<file path="src/rtl/board_gen_ctrl.sv">
// Minesweeper board generator: clears the board RAM, places mines at LFSR-chosen cells
// away from the first click, then writes each cell's neighbour mine count.
module board_gen_ctrl #(
  parameter int unsigned MAX_SIZE  = 16,
  parameter int unsigned COORD_W   = 4,
  parameter int unsigned ADDR_W    = 8,
  parameter logic [15:0] LFSR_SEED = 16'hACE1
) (
  input  logic               clk,
  input  logic               rst,
  input  logic               start,
  input  logic [COORD_W:0]   board_size,
  input  logic [ADDR_W-1:0]  mine_count,
  input  logic [COORD_W-1:0] safe_x,
  input  logic [COORD_W-1:0] safe_y,
  output logic               busy,
  output logic               done,
  output logic               err,
  output logic [ADDR_W-1:0]  ram_addr,
  output logic               ram_we,
  output logic [4:0]         ram_wdata,
  input  logic [4:0]         ram_rdata
);

  localparam int unsigned NnW = 2 * COORD_W + 1;
  localparam logic [COORD_W:0] MinN = (COORD_W + 1)'(2);
  localparam logic [COORD_W:0] MaxN = (COORD_W + 1)'(MAX_SIZE);

  typedef enum logic [2:0] {
    StIdle,
    StClear,
    StPlace,
    StPChk,
    StCount,
    StCWrite,
    StFinish
  } state_e;

  // Neighbour offset encoding: 0 = -1, 1 = 0, 2 = +1.
  localparam logic [1:0] OffM = 2'd0;
  localparam logic [1:0] OffZ = 2'd1;
  localparam logic [1:0] OffP = 2'd2;

  state_e             state_q, state_d;
  logic [15:0]        lfsr_q;
  logic [COORD_W:0]   n_q, n_d;
  logic [ADDR_W-1:0]  rem_q, rem_d;
  logic [COORD_W-1:0] sx_q, sx_d, sy_q, sy_d;
  logic [COORD_W-1:0] cx_q, cx_d, cy_q, cy_d;
  logic [ADDR_W-1:0]  clr_q, clr_d;
  logic [3:0]         k_q, k_d;
  logic [3:0]         cnt_q, cnt_d;
  logic               centre_q, centre_d;
  logic               pend_c_q, pend_c_d;
  logic               pend_n_q, pend_n_d;
  logic               rej_q, rej_d;

  logic [NnW-1:0]     nn;
  logic               req_bad;
  logic [COORD_W-1:0] cand_x, cand_y;
  logic               cand_ok;
  logic [1:0]         dx, dy;
  logic [COORD_W-1:0] nx, ny;
  logic               last_x, last_y;
  logic               nbr_ok;
  logic [3:0]         cnt_sum;

  assign nn      = NnW'(board_size) * NnW'(board_size);
  assign req_bad = (board_size < MinN) || (board_size > MaxN) ||
                   ({1'b0, safe_x} >= board_size) || ({1'b0, safe_y} >= board_size) ||
                   (NnW'(mine_count) >= nn);

  assign cand_x  = lfsr_q[COORD_W-1:0];
  assign cand_y  = lfsr_q[2*COORD_W-1:COORD_W];
  assign cand_ok = ({1'b0, cand_x} < n_q) && ({1'b0, cand_y} < n_q) &&
                   !((cand_x == sx_q) && (cand_y == sy_q));

  assign last_x  = ({1'b0, cx_q} == (n_q - (COORD_W + 1)'(1)));
  assign last_y  = ({1'b0, cy_q} == (n_q - (COORD_W + 1)'(1)));

  always_comb begin
    dx = OffZ;
    dy = OffZ;
    case (k_q)
      4'd1:    begin dy = OffM; dx = OffM; end
      4'd2:    begin dy = OffM; dx = OffZ; end
      4'd3:    begin dy = OffM; dx = OffP; end
      4'd4:    begin dy = OffZ; dx = OffM; end
      4'd5:    begin dy = OffZ; dx = OffP; end
      4'd6:    begin dy = OffP; dx = OffM; end
      4'd7:    begin dy = OffP; dx = OffZ; end
      4'd8:    begin dy = OffP; dx = OffP; end
      default: begin dy = OffZ; dx = OffZ; end
    endcase
  end

  // Bounds are tested on the offset before the address is formed, so edges never wrap.
  assign nbr_ok = !((dx == OffM) && (cx_q == '0)) && !((dx == OffP) && last_x) &&
                  !((dy == OffM) && (cy_q == '0)) && !((dy == OffP) && last_y);
  assign nx = (dx == OffM) ? cx_q - COORD_W'(1) : (dx == OffP) ? cx_q + COORD_W'(1) : cx_q;
  assign ny = (dy == OffM) ? cy_q - COORD_W'(1) : (dy == OffP) ? cy_q + COORD_W'(1) : cy_q;

  assign cnt_sum = cnt_q + {3'b000, pend_n_q & ram_rdata[4]};

  always_comb begin
    state_d   = state_q;
    n_d       = n_q;
    rem_d     = rem_q;
    sx_d      = sx_q;
    sy_d      = sy_q;
    cx_d      = cx_q;
    cy_d      = cy_q;
    clr_d     = clr_q;
    k_d       = k_q;
    cnt_d     = cnt_q;
    centre_d  = centre_q;
    pend_c_d  = 1'b0;
    pend_n_d  = 1'b0;
    rej_d     = rej_q;
    busy      = 1'b0;
    done      = 1'b0;
    err       = 1'b0;
    ram_addr  = '0;
    ram_we    = 1'b0;
    ram_wdata = '0;

    unique case (state_q)
      StIdle: begin
        if (start) begin
          if (req_bad) begin
            rej_d   = 1'b1;
            state_d = StFinish;
          end else begin
            rej_d   = 1'b0;
            n_d     = board_size;
            rem_d   = mine_count;
            sx_d    = safe_x;
            sy_d    = safe_y;
            clr_d   = '0;
            state_d = StClear;
          end
        end
      end

      StClear: begin
        busy      = 1'b1;
        ram_we    = 1'b1;
        ram_addr  = clr_q;
        ram_wdata = 5'h00;
        clr_d     = clr_q + ADDR_W'(1);
        if (clr_q == '1) begin
          cx_d     = '0;
          cy_d     = '0;
          k_d      = '0;
          cnt_d    = '0;
          centre_d = 1'b0;
          state_d  = (rem_q == '0) ? StCount : StPlace;
        end
      end

      StPlace: begin
        busy = 1'b1;
        if (cand_ok) begin
          ram_addr = {cand_y, cand_x};
          cx_d     = cand_x;
          cy_d     = cand_y;
          state_d  = StPChk;
        end
      end

      StPChk: begin
        busy     = 1'b1;
        ram_addr = {cy_q, cx_q};
        if (ram_rdata[4]) begin
          state_d = StPlace;
        end else begin
          ram_we    = 1'b1;
          ram_wdata = 5'h10;
          rem_d     = rem_q - ADDR_W'(1);
          if (rem_q == ADDR_W'(1)) begin
            cx_d     = '0;
            cy_d     = '0;
            k_d      = '0;
            cnt_d    = '0;
            centre_d = 1'b0;
            state_d  = StCount;
          end else begin
            state_d = StPlace;
          end
        end
      end

      StCount: begin
        busy = 1'b1;
        // Consume the read issued last cycle, then issue this step's read.
        if (pend_c_q) centre_d = ram_rdata[4];
        cnt_d = cnt_sum;
        if (k_q == 4'd0) begin
          ram_addr = {cy_q, cx_q};
          pend_c_d = 1'b1;
        end else if (nbr_ok) begin
          ram_addr = {ny, nx};
          pend_n_d = 1'b1;
        end
        k_d = k_q + 4'd1;
        if (k_q == 4'd8) state_d = StCWrite;
      end

      StCWrite: begin
        busy      = 1'b1;
        ram_we    = 1'b1;
        ram_addr  = {cy_q, cx_q};
        ram_wdata = {centre_q, cnt_sum};
        k_d       = '0;
        cnt_d     = '0;
        centre_d  = 1'b0;
        state_d   = StCount;
        if (last_x) begin
          cx_d = '0;
          if (last_y) state_d = StFinish;
          else        cy_d    = cy_q + COORD_W'(1);
        end else begin
          cx_d = cx_q + COORD_W'(1);
        end
      end

      StFinish: begin
        done    = 1'b1;
        err     = rej_q;
        state_d = StIdle;
      end

      default: state_d = StIdle;
    endcase
  end

  always_ff @(posedge clk or posedge rst) begin
    if (rst) begin
      state_q  <= StIdle;
      lfsr_q   <= LFSR_SEED;
      n_q      <= '0;
      rem_q    <= '0;
      sx_q     <= '0;
      sy_q     <= '0;
      cx_q     <= '0;
      cy_q     <= '0;
      clr_q    <= '0;
      k_q      <= '0;
      cnt_q    <= '0;
      centre_q <= 1'b0;
      pend_c_q <= 1'b0;
      pend_n_q <= 1'b0;
      rej_q    <= 1'b0;
    end else begin
      state_q  <= state_d;
      // Free-running so placement depends on when start arrives.
      lfsr_q   <= {lfsr_q[14:0], lfsr_q[15] ^ lfsr_q[13] ^ lfsr_q[12] ^ lfsr_q[10]};
      n_q      <= n_d;
      rem_q    <= rem_d;
      sx_q     <= sx_d;
      sy_q     <= sy_d;
      cx_q     <= cx_d;
      cy_q     <= cy_d;
      clr_q    <= clr_d;
      k_q      <= k_d;
      cnt_q    <= cnt_d;
      centre_q <= centre_d;
      pend_c_q <= pend_c_d;
      pend_n_q <= pend_n_d;
      rej_q    <= rej_d;
    end
  end

endmodule

</file>
<file path="config.mk">
export PLATFORM = sky130hd
export DESIGN_NAME = board_gen_ctrl
export DESIGN_NICKNAME = d
export VERILOG_FILES = /design/src/rtl/board_gen_ctrl.sv
export SDC_FILE = /design/constraint.sdc
export NUM_CORES = 1
export LEC_CHECK = 0
export CAP_MARGIN = 10
export CELL_PAD_IN_SITES_DETAIL_PLACEMENT = 0
export CELL_PAD_IN_SITES_GLOBAL_PLACEMENT = 2
export CORE_MARGIN = 2
export CORE_UTILIZATION = 39
export CTS_CLUSTER_DIAMETER = 30
export DETAILED_ROUTE_END_ITERATION = 8
export PLACE_DENSITY = 0.83
export SLEW_MARGIN = 20
export SYNTH_ARGS = -nofsm -noshare
export SYNTH_HDL_FRONTEND = slang
export SYNTH_SLANG_ARGS = --single-unit
</file>
<file path="constraint.sdc">
create_clock -name clk -period 4.2 [get_ports clk]
set_clock_uncertainty 0.2 [all_clocks]
set_input_delay 0.42 -clock clk [delete_from_list [all_inputs] [get_ports clk]]
set_output_delay 0.42 -clock clk [all_outputs]
set_load 0.05 [all_outputs]
</file>
==> flow_summary_export.csv <==
group,metric,value,unit
routing,drt_iter0_markers,271,
cells_and_area,finalNonFillerCells,794,
worst_setup_path,timing.critical_path.buf_inv,7,
global_routing,antenna_found_initial,0,
timing,period_needed,4.24,ns
routing,postRouteAntennaNets,0,
worst_setup_path,endpoint_kind,"flip-flop",
synth,syn_area,5040,um^2
floorplan,fp.dieArea,13800,um^2
floorplan,die_h,118,um
pwr,switchingPower,1.81,mW
timing,drv_slew,0,
pwr,ir_drop,0.193,mV
synth,avgSynthCellArea,9.09,um^2
flow_run,drv_cap,0,
global_routing,grt_pass1_vias,4276,
timing,hold_violations,0,
cells_and_area,area_delta_synth_final,28.4,%
synth,ys_seq_area_frac,0.340,
worst_setup_path,crit_arrival,4.26,ns
pwr,p_leak,2.91,nW
cells_and_area,final_nets,696,
clock_network,cts_root_buf,"clkbuf_16",
placed_design,dp_cells,774,
cells_and_area,drive_above_1_share,0.206,
global_routing,grt_usage,0.197,
clock_network,cts_sinks,68,
routing,routed_wl,13.4,mm
worst_hold_path,min_path_type,"reg -> reg",
pwr,switching_share,0.439,
clock_network,clock_latency,0.34,ns
routing,routedWlPerCell,16.9,um
worst_setup_path,path_class,"in -> reg",
synth,synth.most_common_cell,"dfrtp_1",
routing,dr.pass1.iters,6,
pwr,p_per_area,637,nW/um^2
clock_network,clockBufferDepth,2,
worst_setup_path,required,4.22,ns
timing,relSlewSlack,0.490,
synth,synth_warnings,0,
placed_design,dp_hpwl,10.1,mm
clock_network,numCtsBuffers,9,
timing,worst_pin_slew,0.757,ns
routing,drc,0,
pwr,clkPwrFrac,0.189,
global_routing,grt_pass1_wl,22.0,mm
synth,synth-main-ff-cell,"dfrtp_1",
worst_setup_path,max_stage_delay,0.51,ns
timing,fmax,236,MHz
floorplan,rows,41,
timing,fin_crit_sh,1.01,
routing,via_per_inst,5.51,
floorplan,die_w,118,um
placed_design,io_buffers,41,
worst_setup_path,crit_chain,"buf_8 -> clkinvlp_4 -> fa_1 -> fa_1 -> inv_2 -> ha_4 -> a31o_4 -> ha_4 -> inv_4 -> nor2_1 -> nor2_1 -> xor2_1 -> ha_1 -> a211oi_2 -> a31oi_1 -> o211ai_2 -> buf_4 -> buf_6 -> nand3_4 -> buf_6 -> o221a_4",
synth,ys_seq_elements,68,
synth,yosys.cell_types.count,69,
worst_setup_path,slowest_stage,"fa_1",
synth,synth_edf_count,0,
synth,ys_async_sr_fraction,1.00,
pwr,p_total,4.12,mW
synth,yosysTopAreaCellShare,0.298,
cells_and_area,final_cell_area,6470,um^2
timing,worst_slack,-0.0400,ns
clock_network,cts_max_level,3,
floorplan,ios,46,
global_routing,grt_max_degree,53,
placed_design,place.gp.congestion,0.869,
worst_setup_path,crit_fanout,6,
worst_hold_path,min_delay_path_depth,0,
cells_and_area,diodes,0,
pwr,power_frac_seq,0.286,
timing,fin_hold_ws,0.155,ns
cells_and_area,final_util,0.512,
floorplan,start_util,0.399,
global_routing,overflow,0,
pwr,internal_power,2.31,mW
timing,setup_viol,5,
routing,num_vias,4378,
status,status,"complete, but fails checks",
synth,synth.net_count,633,
worst_setup_path,rr_worst_depth,7,
clock_network,clk_pin_slew,0.06,ns
synth,synth_cells,554,
worst_setup_path,start_kind,"primary input",
synth,synthTopCellsByArea,"dfrtp_1, ha_1, o21ai_0",
synth,yosysTopAreaCell,"dfrtp_1",
clock_network,cts_tree,"built",
synth,synth_commonest_cells,"dfrtp_1, nand2_1, o21ai_0",
floorplan,core,12600,um^2
status,violations,"negative setup slack",
worst_setup_path,path_delay_family,"adder cells",
pwr,comb_power_share,0.524,
placed_design,placed_cell_area,5830,um^2
worst_setup_path,cp_num_cells,21,
timing,rsz0062_at_grt,"yes",
area by class of cell:
| type | instances | area [um^2] |
|---|---|---|
| fillers | 1206 | 6150 |
| flip-flops and latches | 68 | 1710 |
| repair buffers | 77 | 747 |
| clock buffers | 9 | 225 |
| inverters | 34 | 136 |
| clock inverters | 7 | 80.1 |
| multi-input cells | 427 | 3350 |
| well taps | 172 | 215 |
flip-flops by register name, indices dropped and copies added, names as in the netlist:
name,flops
clr_q,8
pend_n_q,1
cy_q,4
cnt_q,4
k_q,4
cx_q,4
sy_q,4
centre_q,1
pend_c_q,1
n_q,5
rej_q,1
sx_q,4
lfsr_q,16
state_q,3
rem_q,8
worst paths after layout:
path / startpoint / endpoint / slack, ns
setup reg to reg: state_q[1] / clr_q[7] / 1.26
hold / removal: lfsr_q[9] / lfsr_q[10] / 0.15
max in group asynchronous: rst / lfsr_q[7] / 2.70
min in group asynchronous: rst / k_q[0] / 0.35
setup / recovery: board_size[2] / rem_q[6] / -0.04
hold reg to reg: lfsr_q[9] / lfsr_q[10] / 0.15
cell families after synthesis:
| family | count (synthesis) | share of synthesized area |
|---|---|---|
| AND/OR/NAND/NOR | 176 | 0.174 |
| XOR/XNOR | 39 | 0.0733 |
| flip-flops | 68 | 0.340 |
| adder cells (fa/ha/maj) | 50 | 0.129 |
| buffers and inverters | 59 | 0.0502 |
| multiplexers | 17 | 0.0360 |
| AO/OA/AOI/OAI | 145 | 0.198 |
metal layers:
layer  vias up  GRT usage  share of wire
li1       2138          -              -
met1      2119      0.271           0.46
met2       104      0.320           0.48
met3        17     0.0271          0.041
met4         0     0.0625          0.014
met5         -          0              0
what timing repair did:
action,in CTS,in global routing
buffers inserted,2,1
gates resized for setup,38,59
cloned,1,0
setup endpoints to repair,33,35
pin swaps,16,22
hold buffers,0,0
power groups by stage:
stage               clock network, mW  logic [mW]  registers (mW)
detailed placement                  0        1.98            1.17
CTS                             0.798        2.02            1.16
global placement                    0        1.95            1.17
floorplan                           0        1.59            1.01
finish                          0.780        2.16            1.18
global route                    0.828        2.36            1.22
per-stage QoR:
stage               setup TNS, ns  setup slack (ns)
floorplan                   -2.43            -0.213
global placement           -26.44            -0.884
detailed placement         -28.40            -0.963
CTS                       -0.0180           -0.0180
global route                -4.10            -0.222
finish                     -0.166           -0.0400
placed cells by master, fill, tap and decap left out, types with 6 or more instances in the layout:
| master | n |
|---|---|
| buf_4 | 31 |
| nor2b_1 | 9 |
| xor2_1 | 22 |
| a21oi_1 | 18 |
| a211oi_1 | 6 |
| dfrtp_1 | 60 |
| inv_1 | 30 |
| o21ai_0 | 39 |
| a222oi_1 | 8 |
| mux2i_1 | 8 |
| and2_1 | 8 |
| nand2_2 | 6 |
| clkbuf_16 | 9 |
| nor2_1 | 39 |
| xnor2_1 | 14 |
| buf_6 | 9 |
| o21ai_1 | 7 |
| and3_1 | 9 |
| dfstp_2 | 8 |
| nand3b_1 | 6 |
| ha_1 | 45 |
| nand3_1 | 8 |
| nand2_1 | 41 |
| a31oi_1 | 7 |
| nor3_1 | 13 |
| clkdlybuf4s50_1 | 28 |
| mux2_4 | 9 |
Note: power is estimated with default switching activity, not from simulation.
